===== src/rtl/mips_pkg.sv =====
// Shared definitions for the MIPS pipeline sequencing logic: trap codes,
// the controller state encoding and the fetch step.
package mips_pkg;

  // Exception code meaning "stall trap" at WB; it never halts the core.
  localparam logic [7:0] TRAP_STALL = 8'h01;

  // Sequential fetch increment in bytes.
  localparam int PC_STEP = 4;

  // Controller states.
  typedef enum logic [1:0] {
    RUN    = 2'd0,
    SQUASH = 2'd1,
    HALTED = 2'd2
  } ctrl_state_e;

endpackage


===== src/rtl/pipe_ctrl_valid_shifter.sv =====
// Per-stage valid shift register. Each stage either clears, holds its
// current value, or loads from the next younger stage (stage 0 loads fill_i).
// Clear wins over hold.
module valid_shifter #(
  parameter int STAGES = 5
) (
  input  logic              clk,
  input  logic              rst,
  input  logic [STAGES-1:0] hold_i,
  input  logic [STAGES-1:0] clear_i,
  input  logic              fill_i,
  output logic [STAGES-1:0] valid_o
);

  logic [STAGES-1:0] valid_d;
  logic [STAGES-1:0] valid_q;

  // Next valid vector: clear, hold or shift one stage towards WB.
  always_comb begin
    valid_d = valid_q;
    if (clear_i[0])     valid_d[0] = 1'b0;
    else if (hold_i[0]) valid_d[0] = valid_q[0];
    else                valid_d[0] = fill_i;
    for (int i = 1; i < STAGES; i++) begin
      if (clear_i[i])     valid_d[i] = 1'b0;
      else if (hold_i[i]) valid_d[i] = valid_q[i];
      else                valid_d[i] = valid_q[i-1];
    end
  end

  // Valid register, emptied by reset.
  always_ff @(posedge clk) begin
    if (!rst) valid_q <= '0;
    else      valid_q <= valid_d;
  end

  assign valid_o = valid_q;

endmodule


===== src/rtl/pipe_ctrl.sv =====
// Pipeline sequencing controller: owns the fetch PC, the stage valid bits
// (through valid_shifter), stall/branch/exception handling with a
// RUN -> SQUASH -> HALTED flow, and the cycle / retired-instruction counters.
// Priority while running: exception > branch > stall > advance.
module pipe_ctrl
  import mips_pkg::*;
#(
  parameter int              XLEN        = 32,
  parameter logic [XLEN-1:0] RESET_PC    = 32'h00003000,
  parameter int              STAGES      = 5,
  parameter int              STALL_STAGE = 1,
  parameter int              BR_STAGE    = 2,
  parameter int              EXC_W       = 8,
  parameter int              CNT_W       = 64
) (
  input  logic              clk,
  input  logic              rst,
  input  logic              stall_req,
  input  logic              br_enable,
  input  logic [XLEN-1:0]   br_target,
  input  logic [EXC_W-1:0]  wb_exception,
  input  logic              resume,
  input  logic [XLEN-1:0]   resume_pc,
  output logic [XLEN-1:0]   pc_if,
  output logic [STAGES-1:0] stage_valid,
  output logic [STAGES-1:0] stage_hold,
  output logic              halted,
  output logic [CNT_W-1:0]  cycle_count,
  output logic [CNT_W-1:0]  instret,
  output ctrl_state_e       dbg_state
);

  ctrl_state_e       state_q, state_d;
  logic [XLEN-1:0]   pc_q, pc_d;
  logic              halted_q, halted_d;
  logic [CNT_W-1:0]  cycle_q, cycle_d;
  logic [CNT_W-1:0]  instret_q, instret_d;

  logic [STAGES-1:0] hold_v;
  logic [STAGES-1:0] clear_v;
  logic              fill;
  logic              exc;
  logic              br_take;
  logic              stall_take;
  logic              retire;

  // Event qualification: each request only counts on a live stage in RUN.
  always_comb begin
    exc        = (state_q == RUN) && stage_valid[STAGES-1] &&
                 (wb_exception != '0) && (wb_exception != EXC_W'(TRAP_STALL));
    br_take    = (state_q == RUN) && !exc && br_enable && stage_valid[BR_STAGE];
    stall_take = (state_q == RUN) && !exc && !br_take && stall_req &&
                 stage_valid[STALL_STAGE];
    retire     = stage_valid[STAGES-1] && !exc;
  end

  // Next PC, state and valid-shifter controls.
  always_comb begin
    state_d  = state_q;
    pc_d     = pc_q;
    halted_d = halted_q;
    hold_v   = '0;
    clear_v  = '0;
    fill     = 1'b0;
    case (state_q)
      RUN: begin
        if (exc) begin
          clear_v = '1;
          state_d = SQUASH;
        end else if (br_take) begin
          // Younger-than-branch instructions are wrong-path; the branch moves on.
          pc_d = br_target;
          for (int i = 1; i <= BR_STAGE; i++) clear_v[i] = 1'b1;
          fill = 1'b1;
        end else if (stall_take) begin
          for (int i = 0; i <= STALL_STAGE; i++) hold_v[i] = 1'b1;
          clear_v[STALL_STAGE+1] = 1'b1;
        end else begin
          pc_d = pc_q + XLEN'(PC_STEP);
          fill = 1'b1;
        end
      end
      SQUASH: begin
        clear_v  = '1;
        state_d  = HALTED;
        halted_d = 1'b1;
      end
      HALTED: begin
        if (resume) begin
          pc_d     = resume_pc;
          clear_v  = '1;
          clear_v[0] = 1'b0;
          fill     = 1'b1;
          state_d  = RUN;
          halted_d = 1'b0;
        end else begin
          clear_v = '1;
        end
      end
      default: begin
        clear_v = '1;
        state_d = RUN;
      end
    endcase
  end

  // Counters: cycles always advance, retirements only on a clean WB.
  always_comb begin
    cycle_d   = cycle_q + CNT_W'(1);
    instret_d = retire ? (instret_q + CNT_W'(1)) : instret_q;
  end

  // Controller registers.
  always_ff @(posedge clk) begin
    if (!rst) begin
      state_q   <= RUN;
      pc_q      <= RESET_PC;
      halted_q  <= 1'b0;
      cycle_q   <= CNT_W'(1);
      instret_q <= '0;
    end else begin
      state_q   <= state_d;
      pc_q      <= pc_d;
      halted_q  <= halted_d;
      cycle_q   <= cycle_d;
      instret_q <= instret_d;
    end
  end

  valid_shifter #(.STAGES(STAGES)) u_valid (
    .clk     (clk),
    .rst     (rst),
    .hold_i  (hold_v),
    .clear_i (clear_v),
    .fill_i  (fill),
    .valid_o (stage_valid)
  );

  assign pc_if       = pc_q;
  assign stage_hold  = hold_v;
  assign halted      = halted_q;
  assign cycle_count = cycle_q;
  assign instret     = instret_q;
  assign dbg_state   = state_q;

endmodule


===== config.mk =====
export PLATFORM = sky130hd
export DESIGN_NAME = pipe_ctrl
export DESIGN_NICKNAME = d
export VERILOG_FILES = /design/src/rtl/mips_pkg.sv /design/src/rtl/pipe_ctrl_valid_shifter.sv /design/src/rtl/pipe_ctrl.sv
export SDC_FILE = /design/constraint.sdc
export NUM_CORES = 1
export LEC_CHECK = 0
export CORE_MARGIN = 10
export CORE_UTILIZATION = 52
export CTS_CLUSTER_DIAMETER = 100
export DETAILED_ROUTE_END_ITERATION = 8
export PLACE_DENSITY = 0.86
export SETUP_SLACK_MARGIN = 0.3
export SLEW_MARGIN = 30
export SYNTH_ARGS = -nofsm -noshare
export SYNTH_HDL_FRONTEND = slang
export SYNTH_SLANG_ARGS = --single-unit

===== constraint.sdc =====
create_clock -name clk -period 7 [get_ports clk]
set_clock_uncertainty 0.2 [all_clocks]
set_input_delay 1.4 -clock clk [delete_from_list [all_inputs] [get_ports clk]]
set_output_delay 1.4 -clock clk [all_outputs]
set_load 0.005 [all_outputs]

==> After elaboration in Yosys (flattened, before gate mapping) <==
Index checks and enable logic that the tools add are counted.
{ "classes": {"n_addsub": 3, "multipliers": 0, "n_div": 0, "order_cmp": 0, "n_eq_ne": 7, "n_shift": 0, "mux": 27, "n_bitwise": 1, "n_reduce_logical": 24} }
{ "op_table": {"columns": ["cell", "n"], "rows": [
  ["64-bit by 1-bit adder with 64-bit output (second input constant)", 2],
  ["32-bit two-way mux", 4],
  ["32-bit one-hot mux with 2 select lines", 1],
  ["32-bit by 3-bit adder with 32-bit output (second input constant)", 1],
  ["2-bit two-way mux", 8],
  ["1-bit logical AND", 10],
  ["1-bit two-way mux", 10],
  ["5-bit one-hot mux with 2 select lines", 1],
  ["2-bit OR reduction", 5],
  ["8-bit by 1-bit != test with 1-bit output (second input constant)", 1],
  ["8-bit nonzero test", 1],
  ["2-bit != test (second input constant)", 3],
  ["2-bit one-hot mux with 3 select lines", 1],
  ["1-bit one-hot mux with 2 select lines", 2],
  ["2-bit AND reduction", 2],
  ["4-bit AND reduction", 1],
  ["2-bit nonzero test", 2],
  ["3-bit != test (second input constant)", 1],
  ["2-bit by 1-bit == test with 1-bit output (second input constant)", 1],
  ["2-bit == test (second input constant)", 1],
  ["1-bit logical NOT", 2],
  ["2-bit logical NOT", 1],
  ["1-bit inverter", 1]
]} }
{ "word_totals": {"register_bits": 168, "latchBits": 0, "mem_bits_rw": 0, "mem_bits_ro": 0, "inputBits": 77, "word_cells": 72, "mem_count": 0} }

==> Longest topological paths before layout <==
{ "logic_depth": {"depth_word": 17, "depth_mapped": 8} }

==> Cells and area by module <==
A second synthesis with hierarchy kept.
{ "hier_totals": {"hier_cells": 1033, "area_unflattened_um2": 8530.7} }
{ "modules_own_cells": {"columns": ["module", "n_inst", "cells_each", "area_per_inst_um2", "seq_area_each_um2"], "rows": [
  ["pipe_ctrl", 1, 1018, 8318.0, 3263.1],
  ["valid_shifter", 1, 15, 212.7, 100.1]
]} }

==> Worst setup path before layout <==
OpenSTA, ideal clock, no wires.
{ "synth_timing": {"path_type": "in2out", "start": "input port wb_exception[5]", "end": "output port stage_hold[1]", "arrival_time_ns": 2.570, "setup_slack_ns": 2.830, "path_stages": 5, "cell_sequence": "nor4_1 a21boi_1 clkbuf_1 nor3_1 buf_4"} }
{ "synth_between": {"elab_chain_len": 15} }
{ "synth_lines": {"columns": ["item", "line", "text"], "rows": [
  ["start, declared", "pipe_ctrl.sv:21", "input logic [EXC_W-1:0] wb_exception,"],
  ["8-bit nonzero test", "pipe_ctrl.sv:50", "(wb_exception != '0) && (wb_exception != EXC_W'(TRAP_STALL));"],
  ["1-bit logical AND", "pipe_ctrl.sv:49", "exc = (state_q == RUN) && stage_valid[STAGES-1] &&"],
  ["1-bit logical AND *", "pipe_ctrl.sv:50", null],
  ["1-bit logical NOT", "pipe_ctrl.sv:51, pipe_ctrl.sv:52", null],
  ["1-bit logical AND", "pipe_ctrl.sv:51, pipe_ctrl.sv:52", null],
  ["1-bit logical AND (2 in a row)", "pipe_ctrl.sv:51", "br_take = (state_q == RUN) && !exc && br_enable && stage_valid[BR_STAGE];"],
  ["1-bit logical NOT", "pipe_ctrl.sv:52", "stall_take = (state_q == RUN) && !exc && !br_take && stall_req &&"],
  ["1-bit logical AND (3 in a row)", "pipe_ctrl.sv:52", null],
  ["2-bit two-way mux", "pipe_ctrl.sv:75", "end else if (stall_take) begin"],
  ["2-bit two-way mux", "pipe_ctrl.sv:70", "end else if (br_take) begin"],
  ["2-bit two-way mux *", "pipe_ctrl.sv:67", "if (exc) begin"],
  ["2-bit two-way mux *", "pipe_ctrl.sv:65", "case (state_q)"],
  ["end, declared", "pipe_ctrl.sv:26", "output logic [STAGES-1:0] stage_hold,"]
]} }
Mark *: on every way between the ends. The rest lies on a longest branch, timed or not.

==> Worst setup path in the final report <==
Ends and elaborated chain as after synthesis.

==> flow_summary_export.csv <==
group,metric,value,unit
status,run_status,"finished, final reports clean",
min_path,hold_path_class,"register to register",
routing,drc_errors,0,
grt,grt_pass1_vias,8745,
setup_path,path_delay_family,"buffers and inverters",
pwr,cellPowerDensity,177,nW/um^2
setup_path,slowest_stage,"clkdlybuf4s50_1",
sta,timing.final.crit_share,74.7,%
routing,ant_nets,0,
clocking,cts_max_level,4,
pwr,p_total,2080,uW
flow_run,cap_violations,0,
clocking,clk_latency,430,ps
grt,grt_pass1_wl,44900,um
synthesis,synthTopCellsByCount,"dfxtp_1 (168), a21oi_1 (109), nor2_1 (73)",
clocking,cts_buffers,17,
min_path,min_to,"cycle_count[0]",
setup_path,start_kind,"input pin",
clocking,post-cts-setup-buffers,0,
floorplanning,rows,47,
setup_path,rr_endpoint,"instret[48]",
routing,viasPerCell,6.18,
synthesis,synthTopCellsByArea,"dfxtp_1 (39%), a21oi_1 (6.3%), nand4_1 (4.3%)",
pwr,leakage,0.00383,uW
sta,fin_crit,5230,ps
sta,setup_viol,0,
synthesis,yosysWarningCount,0,
grt,antenna_found_initial,2,
synthesis,ys.flop_type,"dfxtp_1",
min_path,min_delay_path_depth,1,
setup_path,crit_required,5400,ps
sta,hold_viol,0,
setup_path,arrival,3630,ps
floorplanning,dieWidth,149,um
floorplanning,start_util,52.7,%
setup_path,r2r_setup_slack,3800,ps
floorplanning,io_pins,250,
synthesis,synth_top_area_cell,"dfxtp_1",
setup_path,regToRegStartpoint,"instret[6]",
synthesis,synth_edf_count,0,
sta,max-slew-margin-rel,39.5,%
setup_path,worstSetupEndpointType,"output pin",
min_path,worstHoldStart,"cycle_count[0]",
clocking,cts.sink_count,168,
sta,slew_violations,0,
routing,dr_total_vias,9287,
routing,wire_per_inst,18.9,um
floorplanning,die-area,22200,um^2
routing,dr.first_iter.drc_count,724,
synthesis,syn_avg_cell_area,8.19,um^2
synthesis,syn_inst,1059,
placement,hpwl,20300,um
clocking,cts_resized,0,
synthesis,yosys.area.top_type_share,38.8,%
sta,holdWs,244,ps
routing,firstDrtPassIters,6,
setup_path,timing.critical_path.mode_cell,"clkdlybuf4s50_1",
synthesis,synthesis.area,8670,um^2
setup_path,slowest_delay,610,ps
final_layout,synthToLayoutAreaGrowth,35.6,%
synthesis,synth_most_common_cell,"dfxtp_1",
synthesis,synth_cell_types,59,
clocking,clockBufferDepth,2,
final_layout,layout-drive-gt1-share,5.08,%
clocking,hold_buffers,0,
routing,routed_wl,28300,um
placement,gp_congestion,0.871,
sta,fmax,0.191,GHz
setup_path,cp.buffers_inverters,3,
grt,grt_start_max_net_pins,86,
clocking,clock-root-buffer,"clkbuf_16",
setup_path,crit_chain,"clkdlybuf4s50_1 -> nor4_1 -> a21boi_1 -> buf_4 -> nor3_1 -> clkdlybuf4s50_1",
clocking,cts_tree,"built",
setup_path,crit_type,"input pin to output pin",
clocking,path_clk_slew,70,ps
grt,track_usage,24.3,%
floorplanning,core_area,16500,um^2
setup_path,crit_fanout,23,
placement,io_buffers,245,
pwr,vdd_drop_max,0.000170,V
placement,place_area,11200,um^2
synthesis,ys_ff_latch,168,
sta,worst_pin_slew,901,ps
setup_path,reg2regPathDepth,5,
final_layout,fin_area,11800,um^2
placement,post-place-ws,1810,ps
grt,overflow,0,
final_layout,num-nets-final,1347,
sta,setup_slack,1770,ps
sta,fin_setup_tns,0,ps
synthesis,yosysSeqAreaShare,38.8,%
synthesis,async_flop_share,0,%
sta,rsz0062_at_grt,"no",
floorplanning,die_h,149,um
[metrics by stage]
stage	utilization, %	cells
6_report	71.4	1502
5_1_grt	71.4	1502
4_1_cts	71.4	1500
3_5_place_dp	68.0	1468
3_3_place_gp	68.0	1468
2_1_floorplan	-	1061
[layout by cell type (no fill, tap or decap), types with 25 or more instances in the layout]
master,Yosys,final
xnor2_1,25,25
dfxtp_1,168,168
xor2_1,40,40
clkdlybuf4s50_1,0,244
and3_1,27,27
nand2_1,68,67
a21oi_1,109,109
o21ai_0,63,63
nand3_1,65,65
or4_1,47,47
or3_1,33,33
o31ai_1,39,39
nor2_1,73,73
nand4_1,60,60
[cell families (layout without fill, tap and decap cells)]
family                   after synthesis  after routing  synth area share (%)
AO/OA/AOI/OAI                        283            283                  20.3
other                                  1              5                0.0432
XOR/XNOR                              65             65                  6.56
AND/OR/NAND/NOR                      452            452                  29.5
flip-flops                           168            168                  38.8
multiplexers                           5              5                 0.577
buffers and inverters                 82            301                  3.78
adder cells (fa/ha/maj)                3              3                 0.433
[worst max path at each step]
stage	from	endpoint	slack (ps)	cells after the start
6_report	wb_exception[5]	stage_hold[1]	1770	6
5_1_grt	wb_exception[5]	stage_hold[1]	1740	6
4_1_cts	wb_exception[5]	stage_hold[1]	1800	6
3_5_place_dp	wb_exception[5]	stage_hold[1]	1810	6
3_3_place_gp	wb_exception[5]	stage_hold[1]	1830	6
2_1_floorplan	wb_exception[5]	stage_hold[1]	2830	5
[metal layers]
layer / global-route usage (%) / vias up / share of wire (%)
li1: - / 4432 / -
met1: 28.7 / 4435 / 40
met2: 40.0 / 355 / 48
met3: 7.49 / 65 / 9.0
met4: 10.4 / 0 / 3.4
met5: 0 / - / 0
[worst reg2reg max path: stages, from the launching register on]
cell and delay (ps):
dfxtp_1 500, nand4_4 200, nor4_2 500, nand4_1 800
or4_1 770, a21oi_1 170
[power breakdown]
part | leakage, uW | switching (uW) | internal (uW)
clock network | 0.000261 | 423 | 471
registers | 0.00136 | 29.0 | 975
logic | 0.00220 | 78.3 | 106
[registers in the layout (all words and copies together), names as in the netlist]
name             flops
dbg_state            2
instret             64
halted               1
pc_if               32
cycle_count         64
u_valid.valid_o      5
[cell type report]
class | count | area, um^2
Multi-Input combinational cell | 811 | 5000
Inverter | 18 | 70.1
Sequential cell | 168 | 3360
Timing Repair Buffer | 251 | 2490
Clock buffer | 18 | 439
Fill cell | 1353 | 4700
Clock inverter | 14 | 116
Tap cell | 220 | 275
Antenna cell | 2 | 5.00
Note: power is estimated with default switching activity, not from simulation.
